File: config.mk
export PLATFORM = sky130hd
export DESIGN_NAME = mlp_hidden_sched
export DESIGN_NICKNAME = d
export VERILOG_FILES = /design/src/rtl/mlp_hidden_sched.sv
export SDC_FILE = /design/constraint.sdc
export NUM_CORES = 1
export LEC_CHECK = 0
export BUFFER_PORTS_ARGS = -buffer_cell sky130_fd_sc_hd__buf_4
export CORE_AREA = 2 2 91 93
export CTS_BUF_LIST = sky130_fd_sc_hd__clkbuf_8
export DETAILED_ROUTE_END_ITERATION = 10
export DIE_AREA = 0 0 93 95
export MAX_ROUTING_LAYER = met4
export PLACE_DENSITY = 0.86
export SLEW_MARGIN = 20
export SYNTH_ARGS = -nofsm -noshare
export SYNTH_HDL_FRONTEND = slang
export SYNTH_SLANG_ARGS = --single-unit
File: constraint.sdc
create_clock -name clk -period 1.9 [get_ports clk]
set_input_delay 0 -clock clk [delete_from_list [all_inputs] [get_ports clk]]
set_output_delay 0 -clock clk [all_outputs]
set_load 0.05 [all_outputs]
File: src/rtl/mlp_hidden_sched.sv
// mlp_hidden_sched: job sequencer for a single mlp_hidden_layer core.
//
// Takes one input vector from a valid/ready stream, hands it to the core on
// core_bus_in with a one-cycle core_start pulse, waits for core_done, then
// captures the flattened hidden outputs and offers them on a valid/ready
// result stream. Only one job is in flight at a time. A watchdog abandons a
// job after TIMEOUT_CYC wait cycles and raises a sticky err_timeout flag.
//
// Ports:
//   clk, reset_n            clock, asynchronous active-low reset
//   in_valid/in_ready       input vector handshake, in_data = vector
//   core_bus_in, core_start vector and start pulse to the core
//   core_hidden, core_done  core hidden outputs and completion level
//   out_valid/out_ready     result handshake, out_data = captured result
//   busy                    high whenever the scheduler is not idle
//   err_timeout, err_clear  sticky watchdog flag and its clear
//   jobs_done               completed-job count, wraps at 16 bits
//
// Build option: define MLP_SCHED_RELU_EN to clamp each negative ACC_W slice
// of core_hidden to zero as it is captured. Timing is identical either way.
module mlp_hidden_sched #(
    parameter int IN_DIM      = 4,
    parameter int DATA_W      = 8,
    parameter int ACC_W       = 16,
    parameter int HIDDEN_SIZE = 2,
    parameter int TIMEOUT_CYC = 256
) (
    input  logic                          clk,
    input  logic                          reset_n,
    input  logic                          in_valid,
    output logic                          in_ready,
    input  logic [DATA_W*IN_DIM-1:0]      in_data,
    output logic [DATA_W*IN_DIM-1:0]      core_bus_in,
    output logic                          core_start,
    input  logic [ACC_W*HIDDEN_SIZE-1:0]  core_hidden,
    input  logic                          core_done,
    output logic                          out_valid,
    input  logic                          out_ready,
    output logic [ACC_W*HIDDEN_SIZE-1:0]  out_data,
    output logic                          busy,
    output logic                          err_timeout,
    input  logic                          err_clear,
    output logic [15:0]                   jobs_done
);

    localparam int               TMR_W    = $clog2(TIMEOUT_CYC);
    localparam logic [TMR_W-1:0] TMR_LAST = TMR_W'(TIMEOUT_CYC - 1);

    typedef enum logic [1:0] {S_IDLE, S_START, S_WAIT, S_OUT} state_t;

    state_t                         r_state;
    state_t                         w_state_nxt;
    logic [TMR_W-1:0]               r_timer;
    logic                           r_armed;
    logic                           w_complete;
    logic                           w_timeout;
    logic                           w_accept;
    logic [ACC_W*HIDDEN_SIZE-1:0]   w_capture;

    assign w_accept   = (r_state == S_IDLE) && in_valid;
    // Completion needs done to have been seen low during this job first, so a
    // done level left over from the previous job cannot end this one early.
    assign w_complete = (r_state == S_WAIT) && r_armed && core_done;
    assign w_timeout  = (r_state == S_WAIT) && !w_complete && (r_timer == TMR_LAST);

    always_comb begin
        w_capture = core_hidden;
`ifdef MLP_SCHED_RELU_EN
        for (int h = 0; h < HIDDEN_SIZE; h++) begin
            if (core_hidden[h*ACC_W + ACC_W - 1]) begin
                w_capture[h*ACC_W +: ACC_W] = '0;
            end
        end
`endif
    end

    // State register
    always_ff @(posedge clk or negedge reset_n) begin
        if (!reset_n) begin
            r_state <= S_IDLE;
        end else begin
            r_state <= w_state_nxt;
        end
    end

    // Next-state logic
    always_comb begin
        w_state_nxt = r_state;
        case (r_state)
            S_IDLE:  if (in_valid) w_state_nxt = S_START;
            S_START: w_state_nxt = S_WAIT;
            S_WAIT: begin
                if (w_complete)     w_state_nxt = S_OUT;
                else if (w_timeout) w_state_nxt = S_IDLE;
            end
            S_OUT:   if (out_ready) w_state_nxt = S_IDLE;
            default: w_state_nxt = S_IDLE;
        endcase
    end

    // Combinational state decodes
    always_comb begin
        in_ready = (r_state == S_IDLE);
        busy     = (r_state != S_IDLE);
    end

    // Registered outputs and job bookkeeping
    always_ff @(posedge clk or negedge reset_n) begin
        if (!reset_n) begin
            core_bus_in <= '0;
            core_start  <= 1'b0;
            out_valid   <= 1'b0;
            out_data    <= '0;
            err_timeout <= 1'b0;
            jobs_done   <= '0;
            r_timer     <= '0;
            r_armed     <= 1'b0;
        end else begin
            // Registered on accept so the pulse lands in the START cycle.
            core_start <= w_accept;
            if (w_accept) begin
                core_bus_in <= in_data;
            end

            if (r_state == S_START) begin
                r_timer <= '0;
                r_armed <= 1'b0;
            end else if (r_state == S_WAIT) begin
                r_timer <= r_timer + 1'b1;
                if (!core_done) begin
                    r_armed <= 1'b1;
                end
            end

            if (w_complete) begin
                out_data  <= w_capture;
                out_valid <= 1'b1;
                jobs_done <= jobs_done + 16'd1;
            end else if ((r_state == S_OUT) && out_ready) begin
                out_valid <= 1'b0;
            end

            // A timeout in the same cycle as a clear leaves the flag set.
            if (w_timeout) begin
                err_timeout <= 1'b1;
            end else if (err_clear) begin
                err_timeout <= 1'b0;
            end
        end
    end

endmodule

==> results by group, run 1 <==
Yosys
  – Synth top area share: about three fifths
  – Mapped Cells: roughly 350
  – Mapped cell area: 3840 µm²
  – Sequential fraction of the synthesis area: between 60% and 70%
  – Synth top area cells: dfrtp_1 (61%), nand2_1 (11%), mux2_2 (10%)
  – Synthesized flop and latch total: between 90 and 100
  – Unique masters post-synth: 29
  – Syn_area_per_cell: roughly 11 µm²
  – Syn_nets: about 420
  – Largest area contributor in the netlist: dfrtp_1
  – Synth Warn #: 0

STA
  – RSZ-0062 raised after global routing: false
  – Hold Fails Final Rpt: 0
  – Slew Limit Fails: 0
  – Setup violators final: 0
  – Relative slew margins: a little under 60%
  – Setup TNS: 0 ns
  – Fmax: between 0.5 and 0.6 GHz
  – Hold_ws: 0.130 ns
  – Fin crit share: around 90%
  – PnR worst setup slack: slightly below 0.2 ns
  – Final setup skew: between 0.01 and 0.015 ns
  – Worst-margin pin slew: about 0.62 ns
  – Crit path time final: between 1.5 and 2 ns

Critical path
  – CP Class: reg2reg
  – Worst Path Required: around 2.1 ns
  – CP Capture Type: register
  – Crit path launch type: register
  – Worst EP arrival: 1.95 ns
  – CP Max Fanout: 6

Detailed routing
  – Overall routed net length: between 10 and 15 mm
  – Drt initial violations: 122
  – Via/cell ratio: 4.91
  – WL/cell: ~16 µm
  – Via count: approximately 3400
  – Antenna-violating nets left: 0
  – Drt pass-1 iters: 4
  – Residual DRC: 0

Cells and area
  – Syn-to-layout area delta: 57.0%
  – NumNets Final: roughly 650
  – Final Util: between 70 and 80%
  – Share of layout cells above drive strength 1: roughly 37%
  – FILL cells: 500
  – Diode count: 0
  – Design area: around 6000 µm²

Clocking
  – # H-tree levels: 3
  – Max Root-Sink Buffers: 2
  – Inserted Clock Buffers: 9
  – Post-CTS setup-driven buffer insertion count: 0
  – CTS clock-pin slew for the worst setup and hold paths: approximately 0.10 ns
  – Clk sinks: 94
  – Root Driver: clkbuf_8
  – CTS tree: built
  – Clock Latency Late Sink: ~0.35 ns

Status
  – Status: complete, no violations

Hold path
  – Hold Path Class: in2reg

Placement
  – Post-Place Worst Slack: between 0.1 and 0.15 ns
  – I/O Buffers: ~150
  – DP HPWL: 6.53 mm
  – Dpl cell area: ~5200 µm²
  – RD Place Congestion: approximately 0.76

Die
  – Row count: 33
  – Top Ports: about 160
  – Initial Util: between 40% and 50%
  – Die Wd: ~93 µm
  – Die area: just under 9000 µm²
  – Die height: 95 µm
  – Core Area: about 8000 µm²

Pwr
  – Peak supply drop: ~1.1 mV
  – Power Dens Cells: approximately 1700 nW/µm²
  – Static leakage: 0.00308 µW

GRT
  – Global-route wire length before repair: ~17 mm
  – Vias in the first global route: 3458
  – Initial antenna violation count: 0
  – Gr ovfl total: 0
  – Total GRT Usage: ~25%
  – Pin count of the biggest net entering global routing: 50

Flow run
  – Maxcap violations: 0
-- critical path: stages, from the launching register on --
cell and delay (ns):
dfrtp_1 0.39, inv_1 0.09, ha_1 0.26, nand4_1 0.16
nor4_2 0.40, nand3_1 0.15, xnor2_1 0.15
-- registers in the layout (all words and copies together) (netlist names) --
signal and flops:
r_armed 1, r_timer 8, core_bus_in 32, out_valid 1, jobs_done 16, err_timeout 1, core_start 1, out_data 32
r_state 2
-- power by group --
| group | internal, µW | total (µW) | switching (µW) |
|---|---|---|---|
| Sequential | 2810 | 3380 | 565 |
| Clock | 616 | 1310 | 693 |
| Combinational | 1940 | 5840 | 3910 |
| Total | 5370 | 10500 | 5160 |
-- routing by layer --
layer	GRT usage (%)	vias to the layer above	wire length [µm]
li1	-	1593	-
met1	28.9	1610	4170
met2	44.4	139	5610
met3	5.11	14	708
met4	9.93	0	159
met5	-	-	0
-- cells in the final DEF (no fill, tap or decap), types with 5 or more instances in the layout --
master / count
a21oi_1: 7
and3_1: 5
buf_4: 158
clkbuf_8: 9
dfrtp_1: 94
dlygate4sd3_1: 68
ha_1: 5
inv_1: 14
mux2_2: 34
nand2_1: 113
nand3_1: 7
nand4_1: 6
nor2_1: 7
xnor2_1: 10
xor2_1: 7
-- cells by family after synthesis --
group | count (synthesis) | share of synthesized area (%)
compound gates | 19 | 3.09
buf+inv | 25 | 2.60
simple gates | 150 | 17.1
flops | 94 | 61.2
mux | 35 | 10.2
fa+ha+maj | 6 | 1.95
xor+xnor | 17 | 3.87
-- cell type report --
| type | count | area [µm²] | area share, % |
|---|---|---|---|
| Tap cell | 105 | 131 | 2.18 |
| Timing Repair Buffer | 228 | 1910 | 31.6 |
| Multi-Input combinational cell | 227 | 1400 | 23.2 |
| Sequential cell | 94 | 2350 | 39.0 |
| Clock buffer | 9 | 124 | 2.05 |
| Clock inverter | 7 | 73.8 | 1.22 |
| Inverter | 13 | 48.8 | 0.808 |
-- per-stage QoR --
step	power, µW	std cells
6_report	10500	683
5_1_grt	11000	683
4_1_cts	10500	683
3_5_place_dp	9060	599
3_3_place_gp	8870	599
2_1_floorplan	7230	346
-- Yosys cell counts --
cell,count
buf_2,2
nor3_1,3
mux2_2,34
a21oi_1,7
nand3b_1,1
nor3b_1,2
ha_1,6
o32ai_1,2
o22ai_1,4
nor2_1,7
inv_1,13
nand4_1,6
xnor2_1,10
a21o_1,1
mux2i_1,1
nor2b_1,2
nand3_1,7
and3_1,6
nand4_4,1
o21ai_0,2
nand2_1,113
xor2_1,7
buf_4,1
dfrtp_1,94
buf_1,1
o2111ai_1,1
clkbuf_1,8
nor4_2,2
a211oi_1,2
-- final timing paths --
path	cells after the start	slack, ns	startpoint	to
max	6	0.19	r_state[0]	jobs_done[13]
min	4	0.13	in_valid	core_start
max reg2reg	6	0.19	r_state[0]	jobs_done[13]
min reg2reg	1	0.48	jobs_done[15]	jobs_done[15]
max in group asynchronous	3	1.02	reset_n	out_data[22]
min in group asynchronous	2	0.21	reset_n	core_bus_in[9]
-- repair_timing --
action / in CTS / in global routing
setup endpoints to repair: 0 / 3
resized for setup: 0 / 2
hold buffers: 68 / 0
endpoints found under the hold margin: 115 / 0
Note: power is estimated with default switching activity, not from simulation.
==> run 2, diff against run 1 <==
ABC_AREA = 1   (was default)
CORE_AREA = 2 2 93 95   (was 2 2 91 93)
DIE_AREA = 0 0 95 97   (was 0 0 93 95)
==> run 2 against run 1 <==
Effect of this change: critical path depth is 3 higher; sequential power is 2% lower; combinational power is 4.5% lower; critical path type unchanged; largest power group unchanged; highest routed layer unchanged.
==> results by group, run 2 <==
Placement
  – RD Place Congestion: 0.888
  – Post-Place Worst Slack: 0.231 ns
  – I/O Buffers: approximately 150
  – DP HPWL: 7.56 mm

Yosys
  – Primary FF master, synth: dfrtp_1
  – EDFF count, synth: 0
  – Sequential fraction of the synthesis area: between 50% and 60%
  – Synth top area share: between 50 and 60%
  – Synth top area cells: dfrtp_1 (58%), nand2_1 (24%), inv_1 (2.9%)
  – Syn_nets: approximately 560
  – Most frequent cell after synthesis: nand2_1
  – Unique masters post-synth: 26
  – Most instantiated cells after synthesis: nand2_1 (261), dfrtp_1 (94), inv_1 (31)
  – Largest area contributor in the netlist: dfrtp_1
  – Synth async-reset ratio: 100%
  – Synth Warn #: 0
  – Mapped cell area: 4060 µm²
  – Mapped Cells: a little under 500
  – Syn_area_per_cell: 8.32 µm²
  – Synthesized flop and latch total: between 90 and 100

GRT
  – Pin count of the biggest net entering global routing: 42
  – Gr ovfl total: 0
  – Total GRT Usage: 28.9%
  – Initial antenna violation count: 1
  – Global-route wire length before repair: 20.1 mm
  – Vias in the first global route: 4187

STA
  – Fin crit share: 87.1%
  – Crit path time final: 1.66 ns
  – Setup TNS: 0 ns
  – Setup violators final: 0
  – Worst-margin pin slew: about 0.53 ns
  – PnR worst setup slack: 0.245 ns
  – Hold Fails Final Rpt: 0
  – RSZ-0062 raised after global routing: false
  – Final setup skew: just over 0.009 ns
  – Slew Limit Fails: 0
  – Fmax: 0.604 GHz
  – Relative slew margins: around 65%

Status
  – Status: complete, no violations

Detailed routing
  – Via count: between 4000 and 5000
  – Via/cell ratio: 4.97
  – Overall routed net length: 12.5 mm
  – Drt initial violations: a little over 200
  – WL/cell: ~15 µm
  – Drt pass-1 iters: 5
  – Residual DRC: 0
  – Antenna-violating nets left: 0

Flow run
  – Maxcap violations: 0

Cells and area
  – Biggest regs: core_bus_in x32, out_data x32, jobs_done x16
  – Commonest non-fill, non-tap cell in the layout: nand2_1
  – Most frequent cells in the layout: nand2_1 (261), buf_4 (161), dfrtp_1 (94)
  – Share of layout cells above drive strength 1: 26.3%
  – NumNets Final: 789
  – FILL cells: 504
  – Syn-to-layout area delta: 52.5%

Clocking
  – Inserted Clock Buffers: 9
  – Root Driver: clkbuf_8
  – Clock Latency Late Sink: between 0.3 and 0.4 ns
  – # H-tree levels: 3
  – CTS tree: built
  – Post-cts sizing count: 0
  – CTS clock-pin slew for the worst setup and hold paths: around 0.09 ns
  – Max Root-Sink Buffers: 2
  – Post-CTS setup-driven buffer insertion count: 0
  – Clk sinks: 94
  – CTS Hold Bufs: roughly 70

Critical path
  – Worst-case reg-to-reg path depth: 9
  – Worst EP arrival: about 1.9 ns
  – CP Class: reg2reg
  – Reg-to-Reg Start: r_state[0]
  – CP Max Fanout: 24
  – Reg2reg end: jobs_done[10]
  – Crit path launch type: register
  – Reg-to-reg slack, setup: around 0.24 ns
  – CP Capture Type: register
  – Worst Path Required: between 2 and 2.5 ns

Die
  – Die area: between 9000 and 10000 µm²
  – Die Wd: around 95 µm
  – Die height: between 90 and 100 µm
  – Top Ports: ~160
  – Row count: 33
  – Initial Util: approximately half
  – Core Area: approximately 8100 µm²

Hold path
  – HP Start: in_valid
  – Worst Hold Path EP: r_state[0]
  – Hold path cells: 5
  – Hold Path Class: in2reg

Pwr
  – Peak supply drop: about 1.2 mV
  – Power Dens Cells: ~1600 nW/µm²
  – Static leakage: around 0.0034 µW
-- run 2: changes by cell type in the layout (fill, tap and decap cells not counted), moves of 5 or more --
| cell | before | now |
|---|---|---|
| inv_1 | 14 | 31 |
| o21ai_1 | 0 | 7 |
| mux2_2 | 34 | 0 |
| and3_1 | 5 | 0 |
| xor2_1 | 7 | 2 |
| nor2_1 | 7 | 29 |
| nand2_1 | 113 | 261 |
-- run 2: cells by family (layout without fill, tap and decap cells) --
kind of cell | after synthesis | in the layout | share of synthesized area [%]
simple gates | 316 | 316 | 31.5
flops | 94 | 94 | 57.9
buf+inv | 47 | 277 | 4.84
compound gates | 17 | 17 | 2.19
xor+xnor | 8 | 8 | 1.73
fa+ha+maj | 6 | 6 | 1.85
other cells | 0 | 1 | 0
-- run 2: cell type report --
type                       instances  area (µm²)  share of cell area (%)
sequential                        94        2350                    38.0
timing repair buffer             229        1890                    30.5
multi-input combinational        347        1510                    24.4
clock buffer                      10         138                    2.22
tap                              105         131                    2.12
inverter                          32         123                    1.98
clock inverter                     6        43.8                   0.707
antenna                            1        2.50                  0.0404
-- run 2: worst max path at each step --
| stage | startpoint | end | slack [ns] |
|---|---|---|---|
| finish | r_state[0] | jobs_done[10] | 0.24 |
| CTS | r_state[0] | jobs_done[10] | 0.22 |
| global placement | r_state[0] | jobs_done[10] | 0.34 |
| detailed placement | r_state[0] | jobs_done[10] | 0.23 |
| global route | r_state[1] | r_timer[6] | 0.07 |
| floorplan | r_state[0] | r_state[1] | 0.23 |
-- run 2: critical path, cell delays in order, from the launching register on --
cell	delay [ns]
dfrtp_1	0.42
inv_1	0.12
ha_1	0.19
nand3_2	0.10
inv_4	0.23
nand2_4	0.10
nor2_4	0.12
nand2_2	0.09
o21ai_1	0.12
nand2_1	0.06
-- run 2: power by group --
| part | switching (µW) | internal [µW] | total, µW |
|---|---|---|---|
| Sequential | 545 | 2760 | 3300 |
| Clock | 730 | 520 | 1250 |
| Combinational | 3970 | 1610 | 5580 |
-- run 2: through the flow --
step	cells	total power (µW)	utilization [%]	hold WS (ns)	cell area, µm²
final	824	10100	76.1	0.0496	6190
after global routing	824	10600	76.1	0.113	6190
after CTS	823	10000	76.1	0.0497	6190
after detailed placement	739	8660	65.5	0.0128	5330
after global placement	739	8520	65.5	0.00767	5330
after floorplan	488	6920	-	-0.296	4060
-- run 2: per-layer routing --
metal	wire length, µm	up-vias	GRT usage (%)
li1	-	1931	-
met1	4930	1950	34.6
met2	6400	185	48.3
met3	780	32	4.44
met4	349	0	11.6
met5	0	-	-
